--- config.mk ---
export PLATFORM = sky130hd
export DESIGN_NAME = seg_scan_decoder
export DESIGN_NICKNAME = d
export VERILOG_FILES = /design/src/rtl/seg_scan_decoder.sv
export SDC_FILE = /design/constraint.sdc
export NUM_CORES = 1
export LEC_CHECK = 0
export CORE_UTILIZATION = 37
export CTS_CLUSTER_DIAMETER = 80
export DETAILED_ROUTE_END_ITERATION = 6
export PLACE_DENSITY_LB_ADDON = 0.1
export SKIP_LAST_GASP = 1
export SLEW_MARGIN = 20
export SYNTH_ARGS = -nofsm -noshare
export SYNTH_HDL_FRONTEND = slang
export SYNTH_SLANG_ARGS = --single-unit
--- constraint.sdc ---
create_clock -name clock -period 4.55 [get_ports clock]
set_input_delay 0.91 -clock clock [delete_from_list [all_inputs] [get_ports clock]]
set_output_delay 0.91 -clock clock [all_outputs]
set_load 0.005 [all_outputs]
--- src/rtl/seg_scan_decoder.sv ---
// Seven-segment scan bus receiver: rebuilds the four digit codes and decimal points from anode/segment lines.
// Optional invalid-pattern counter enabled by defining SEGDEC_ERRCNT_EN.
module seg_scan_decoder #(
   parameter int unsigned SETTLE_CYCLES  = 4,
   parameter int unsigned TIMEOUT_CYCLES = 200000
) (
   input  logic        clock,
   input  logic        reset,
   input  logic [3:0]  anode_in,
   input  logic [7:0]  seg_in,
   output logic [15:0] digits,
   output logic [3:0]  dp,
   output logic        frame_valid,
   output logic        stale,
   output logic [7:0]  err_count
);

   typedef enum logic [1:0] {S_IDLE = 2'd0, S_SETTLE = 2'd1, S_HOLD = 2'd2} state_t;

   localparam logic [8:0]  LP_SETTLE = 9'(SETTLE_CYCLES);
   localparam logic [31:0] LP_TMO    = 32'(TIMEOUT_CYCLES);
   localparam bit          LP_ONE    = (SETTLE_CYCLES <= 1);

   function automatic logic [3:0] f_decode(input logic [6:0] seg);
      logic [3:0] code;
      case (seg)
         7'b0000001: code = 4'd0;
         7'b1001111: code = 4'd1;
         7'b0010010: code = 4'd2;
         7'b0000110: code = 4'd3;
         7'b1001100: code = 4'd4;
         7'b0100100: code = 4'd5;
         7'b0100000: code = 4'd6;
         7'b0001111: code = 4'd7;
         7'b0000000: code = 4'd8;
         7'b0000100: code = 4'd9;
         7'b1111110: code = 4'hA;
         7'b1111111: code = 4'hF;
         default:    code = 4'hE;
      endcase
      return code;
   endfunction

   state_t      r_state;
   state_t      w_next_state;
   logic [3:0]  r_snap_an;
   logic [7:0]  r_snap_seg;
   logic [7:0]  r_cnt;
   logic [3:0]  r_mask;
   logic [15:0] r_shadow_dig;
   logic [3:0]  r_shadow_dp;
   logic [15:0] r_digits;
   logic [3:0]  r_dp;
   logic        r_fv;
   logic [31:0] r_to_cnt;

   logic [3:0]  w_an_lo;
   logic        w_onehot;
   logic        w_same;
   logic        w_an_chg;
   logic        w_eval;
   logic        w_done;
   logic        w_snap;
   logic        w_cap;
   logic        w_cnt_inc;
   logic        w_frame;
   logic [1:0]  w_slot;
   logic [3:0]  w_code;

   assign w_an_lo  = ~anode_in;
   assign w_onehot = (w_an_lo != 4'd0) && ((w_an_lo & (w_an_lo - 4'd1)) == 4'd0);
   assign w_same   = (anode_in == r_snap_an) && (seg_in == r_snap_seg);
   assign w_an_chg = (anode_in != r_snap_an);
   assign w_code   = f_decode(seg_in[7:1]);
   assign w_frame  = (r_mask == 4'hF);

   // HOLD re-evaluates like IDLE as soon as the anode moves; a SETTLE disturbance does the same
   assign w_eval = (r_state == S_IDLE) ||
                   ((r_state == S_SETTLE) && !w_same) ||
                   ((r_state == S_HOLD) && w_an_chg);
   assign w_done = (r_state == S_SETTLE) && w_same && ((9'(r_cnt) + 9'd1) >= LP_SETTLE);

   always_comb begin
      w_slot = 2'd0;
      case (w_an_lo)
         4'b0010: w_slot = 2'd1;
         4'b0100: w_slot = 2'd2;
         4'b1000: w_slot = 2'd3;
         default: w_slot = 2'd0;
      endcase
   end

   always_ff @(posedge clock) begin
      if (reset) r_state <= S_IDLE;
      else       r_state <= w_next_state;
   end

   always_comb begin
      w_next_state = r_state;
      case (r_state)
         S_IDLE, S_SETTLE, S_HOLD: begin
            if (w_eval)      w_next_state = !w_onehot ? S_IDLE : (LP_ONE ? S_HOLD : S_SETTLE);
            else if (w_done) w_next_state = S_HOLD;
         end
         default: w_next_state = S_IDLE;
      endcase
   end

   always_comb begin
      w_snap    = w_eval && w_onehot;
      w_cap     = w_done || (w_snap && LP_ONE);
      w_cnt_inc = (r_state == S_SETTLE) && w_same && !w_done;
   end

   always_ff @(posedge clock) begin
      if (w_snap) begin
         r_snap_an  <= anode_in;
         r_snap_seg <= seg_in;
      end
      if (w_cap) begin
         r_shadow_dig[w_slot*4 +: 4] <= w_code;
         r_shadow_dp[w_slot]         <= ~seg_in[0];
      end
   end

   // Frame publish runs one cycle after the mask fills; a capture in that cycle starts the next frame
   always_ff @(posedge clock) begin
      if (reset) begin
         r_cnt    <= 8'd0;
         r_mask   <= 4'd0;
         r_digits <= 16'hFFFF;
         r_dp     <= 4'd0;
         r_fv     <= 1'b0;
         r_to_cnt <= 32'd0;
      end else begin
         if (w_snap)         r_cnt <= 8'd1;
         else if (w_cnt_inc) r_cnt <= r_cnt + 8'd1;
         r_mask <= (w_frame ? 4'd0 : r_mask) | (w_cap ? w_an_lo : 4'd0);
         r_fv   <= w_frame;
         if (w_frame) begin
            r_digits <= r_shadow_dig;
            r_dp     <= r_shadow_dp;
         end
         if (w_frame)                r_to_cnt <= 32'd0;
         else if (r_to_cnt != LP_TMO) r_to_cnt <= r_to_cnt + 32'd1;
      end
   end

   assign digits      = r_digits;
   assign dp          = r_dp;
   assign frame_valid = r_fv;
   assign stale       = (r_to_cnt == LP_TMO);

`ifdef SEGDEC_ERRCNT_EN
   logic       w_multi;
   logic       w_err_inc;
   logic       r_multi_prev;
   logic [7:0] r_err;

   // A multi-low anode episode counts once, not once per cycle it persists
   assign w_multi   = ((w_an_lo & (w_an_lo - 4'd1)) != 4'd0);
   assign w_err_inc = (w_cap && (w_code == 4'hE)) || (w_multi && !r_multi_prev);

   always_ff @(posedge clock) begin
      if (reset) begin
         r_multi_prev <= 1'b0;
         r_err        <= 8'd0;
      end else begin
         r_multi_prev <= w_multi;
         if (w_err_inc && (r_err != 8'hFF)) r_err <= r_err + 8'd1;
      end
   end

   assign err_count = r_err;
`else
   assign err_count = 8'h00;
`endif

endmodule
==> metrics.md <==
| Metric | Value |
|---|---|
| CP arrival | approximately 2.4 ns |
| DIE AREA | 12900 um2 |
| Later-pin clock latency in the skew report | 0.34 ns |
| Chip Height | 114 um |
| Post-synth EDFFs | 32 |
| Final Wtd Congestion | 0.812 |
| Worst-path clk slew | 0.06 ns |
| Worst Hold Class | reg2reg |
| WS Path Type | reg2out |
| Layout Nets | 543 |
| RSZ-0062 raised after global routing | false |
| Setup TNS | 0 ns |
| Hold depth | 2 |
| Final cell count without fillers | 692 |
| Worst Tran Pin Value | 1.01 ns |
| Reg2reg path depth | 5 |
| Syn Inst Count | 493 |
| Internal | between 1 and 1.5 mW |
| Fillers | 1201 |
| Hold_sp | r_shadow_dig[15]$_DFFE_PP_ |
| Max Cap Viol | 0 |
| Layout cells sized above 1 | 0.0477 |
| Outcome | finished, final reports clean |
| Standard-cell rows | 40 |
| Worst reg2reg setup slack | 2.02 ns |
| CTS sink cnt | 99 |
| Finished Cell Area | 5350 um2 |
| CTS tree | yes |
| Reg-to-Reg Start | r_cnt[0]$_SDFFE_PP0P_ |
| Maximum fanout along the worst path | 4 |
| Area growth from synthesis to layout | 16.0% |
| Port buffer count | 35 |
| Footprint of the multi-input gates | 2140 um2 |
| Required time of the critical path | 3.64 ns |
| Max IR drop VDD | 177 uV |
| PwrDens | 329 nW/um2 |
| Drt wl/cell | roughly 14 um |
| Final period util | 0.722 |
| Num CTS Buffers | 9 |
| Crit. End Element | output port |
| Top FF cell, synth | dfxtp_1 |
| Sequential fraction of design power | 0.528 |
| Final core utilization | 0.443 |
| Total track usage | 0.155 |
| DR vias | 3485 |
| Initial antenna violation count | 0 |
| Mapped cell area | between 4000 and 5000 um2 |
| Total wire length | 9.36 mm |
| Slew Limit Fails | 0 |
| CTS Root Cell | clkbuf_16 |
| Worst hold endpoint | digits[15]$_SDFFE_PP1P_ |
| Initial core utilization | 0.382 |
| Post-Syn Area per Cell | 9.35 um2 |
| Total power draw | 1.76 mW |
| Yosys reg bits | 99 |
| Bufs on Longest Clock Path | 2 |
| Via density | 5.04 |
| WHS | 0.455 ns |
| Post-CTS Hold Fix Bufs | 0 |
| Number of cells upsized or downsized after cts | 0 |
| Worst clock skew | 0.00620 ns |
| DRT iter0 DRCs | 163 |
| Number of diodes | 0 |
| Total grt overflow | 0 |
| FF/Latch Area | 2300 um2 |
| DP Area | 5060 um2 |
| First-pass GRT wire length | 15.6 mm |
| Crit-path slowest cell | clkdlybuf4s50_1 |
| Yosys warns | 0 |
| Clk network pwr share | 0.416 |
| I/O pins | 44 |
| Crit path max-delay family | simple AND/OR/NAND/NOR gates |
| Max Clock Freq | 0.305 GHz |
| Setup violations, final | 0 |
| Reg2reg end | r_cnt[1]$_SDFFE_PP0P_ |
| Vias in the first global route | 3277 |
| LEAKAGE | around 1.9 nW |
| Logic pwr share | 0.055 |
| Share of the yosys chip area belonging to registers | 0.500 |
| Critical path depth | 6 |
| Worst setup SP type | flop |
| H-tree depth | 3 |
| Placement Setup Slack | 1.01 ns |
| Cell variety after synth | 54 |
| CP max stage delay | 0.60 ns |
| Placed cells | 676 |
| Min Tclk post-route | 3.28 ns |
| Drt first pass iters | 4 |
| Worst rel slew slack | 0.322 |
| Number of remaining DRC errors | 0 |
| Switching Fraction | 0.214 |
| Setup bufs post-CTS | 0 |
| Most frequent cells in the layout | dfxtp_1, nand2_1, nor2_1 |
| Post-DP HPWL | about 6.7 mm |
| Final hold violation count | 0 |
| Die width | 114 um |
| Post-route ant nets | 0 |
| Commonest non-fill, non-tap cell in the layout | dfxtp_1 |
| Final WS setup | roughly 1.3 ns |
| Worst-path cell chain | inv_1 > ha_1 > nor4b_1 > nand4_1 > nor4_2 > clkdlybuf4s50_1 |
| WP buf/inv | 2 |
| Pin count of the biggest net entering global routing | 24 |
| Asr flop ratio synth | 0 |
| Sw Pwr | 0.378 mW |
| Core area | 12100 um2 |
==> worst reg2reg max path: cells and delay by family (launching register included) <==
family | cells | cell delay, ns
flip-flops | 1 | 0.38
AND/OR/NAND/NOR | 2 | 0.73
AO/OA/AOI/OAI | 1 | 0.70
multiplexers | 1 | 0.35
adder cells (fa/ha/maj) | 1 | 0.25
==> Yosys cell counts, types with 4 or more instances <==
cell type | n | area, um2
nor3_1 | 6 | 30.0
nand4_1 | 17 | 106
buf_4 | 8 | 60.1
nor4_1 | 9 | 56.3
nor2_1 | 55 | 206
and4_1 | 6 | 52.6
nor4b_1 | 4 | 35.0
nand3_1 | 38 | 190
edfxtp_1 | 32 | 961
or4_1 | 5 | 37.5
dfxtp_1 | 67 | 1340
clkbuf_1 | 16 | 60.1
nand2_1 | 65 | 244
and3_1 | 5 | 31.3
o21ai_0 | 8 | 40.0
inv_1 | 12 | 45.0
xnor2_1 | 25 | 219
or3_1 | 8 | 50.1
a21oi_1 | 18 | 90.1
ha_1 | 10 | 125
and2_1 | 15 | 93.8
o31ai_1 | 5 | 37.5
xor2_1 | 14 | 123
==> worst max path at each step <==
stage | start | endpoint | slack, ns
after floorplan | anode_in[3] | r_shadow_dig[12]$_DFFE_PP_ | 1.71
after global placement | anode_in[3] | r_shadow_dig[15]$_DFFE_PP_ | 1.06
after detailed placement | anode_in[3] | r_shadow_dig[14]$_DFFE_PP_ | 1.01
after CTS | r_to_cnt[0]$_SDFFE_PP0N_ | stale | 1.19
after global routing | r_to_cnt[0]$_SDFFE_PP0N_ | stale | 1.0
final | r_to_cnt[0]$_SDFFE_PP0N_ | stale | 1.27
==> kinds of logic after synthesis <==
family | after synthesis | synth area share
and+or+nand+nor | 254 | 0.284
other | 1 | 0.000814
muxes | 3 | 0.00679
buffers and inverters | 40 | 0.0407
DFF | 99 | 0.500
AOI/OAI and AO/OA | 47 | 0.0668
xor gates and xnor gates | 39 | 0.0741
adders and majority gates | 10 | 0.0272
==> power by group through the flow <==
stage	logic [mW]	registers [mW]	clock network [mW]
6_report	0.0974	0.931	0.733
2_1_floorplan	0.0716	0.948	0
4_1_cts	0.0993	0.930	0.764
5_1_grt	0.111	0.931	0.797
3_5_place_dp	0.0991	0.950	0
3_3_place_gp	0.0973	0.950	0
==> flip-flops by register name, summed over array words and instances, names as in the netlist <==
name,cells
r_to_cnt,32
digits,16
r_shadow_dig,16
r_cnt,8
r_snap_seg,8
dp,4
r_mask,4
r_shadow_dp,4
r_snap_an,4
r_state,2
frame_valid,1
==> layer usage <==
layer	GRT usage	part of all wire
met1	0.189	0.46
met2	0.259	0.49
met3	0.0462	0.027
met4	0.0561	0.019
met5	0	0
==> cell type report <==
type                            count  area share
Sequential cell                    99       0.431
Multi-Input combinational cell    361       0.401
Timing Repair Buffer               36      0.0669
Clock buffer                       11      0.0435
Tap cell                          168      0.0393
Clock inverter                      5      0.0101
Inverter                           12     0.00842
Power figures use the tool's default switching activity.
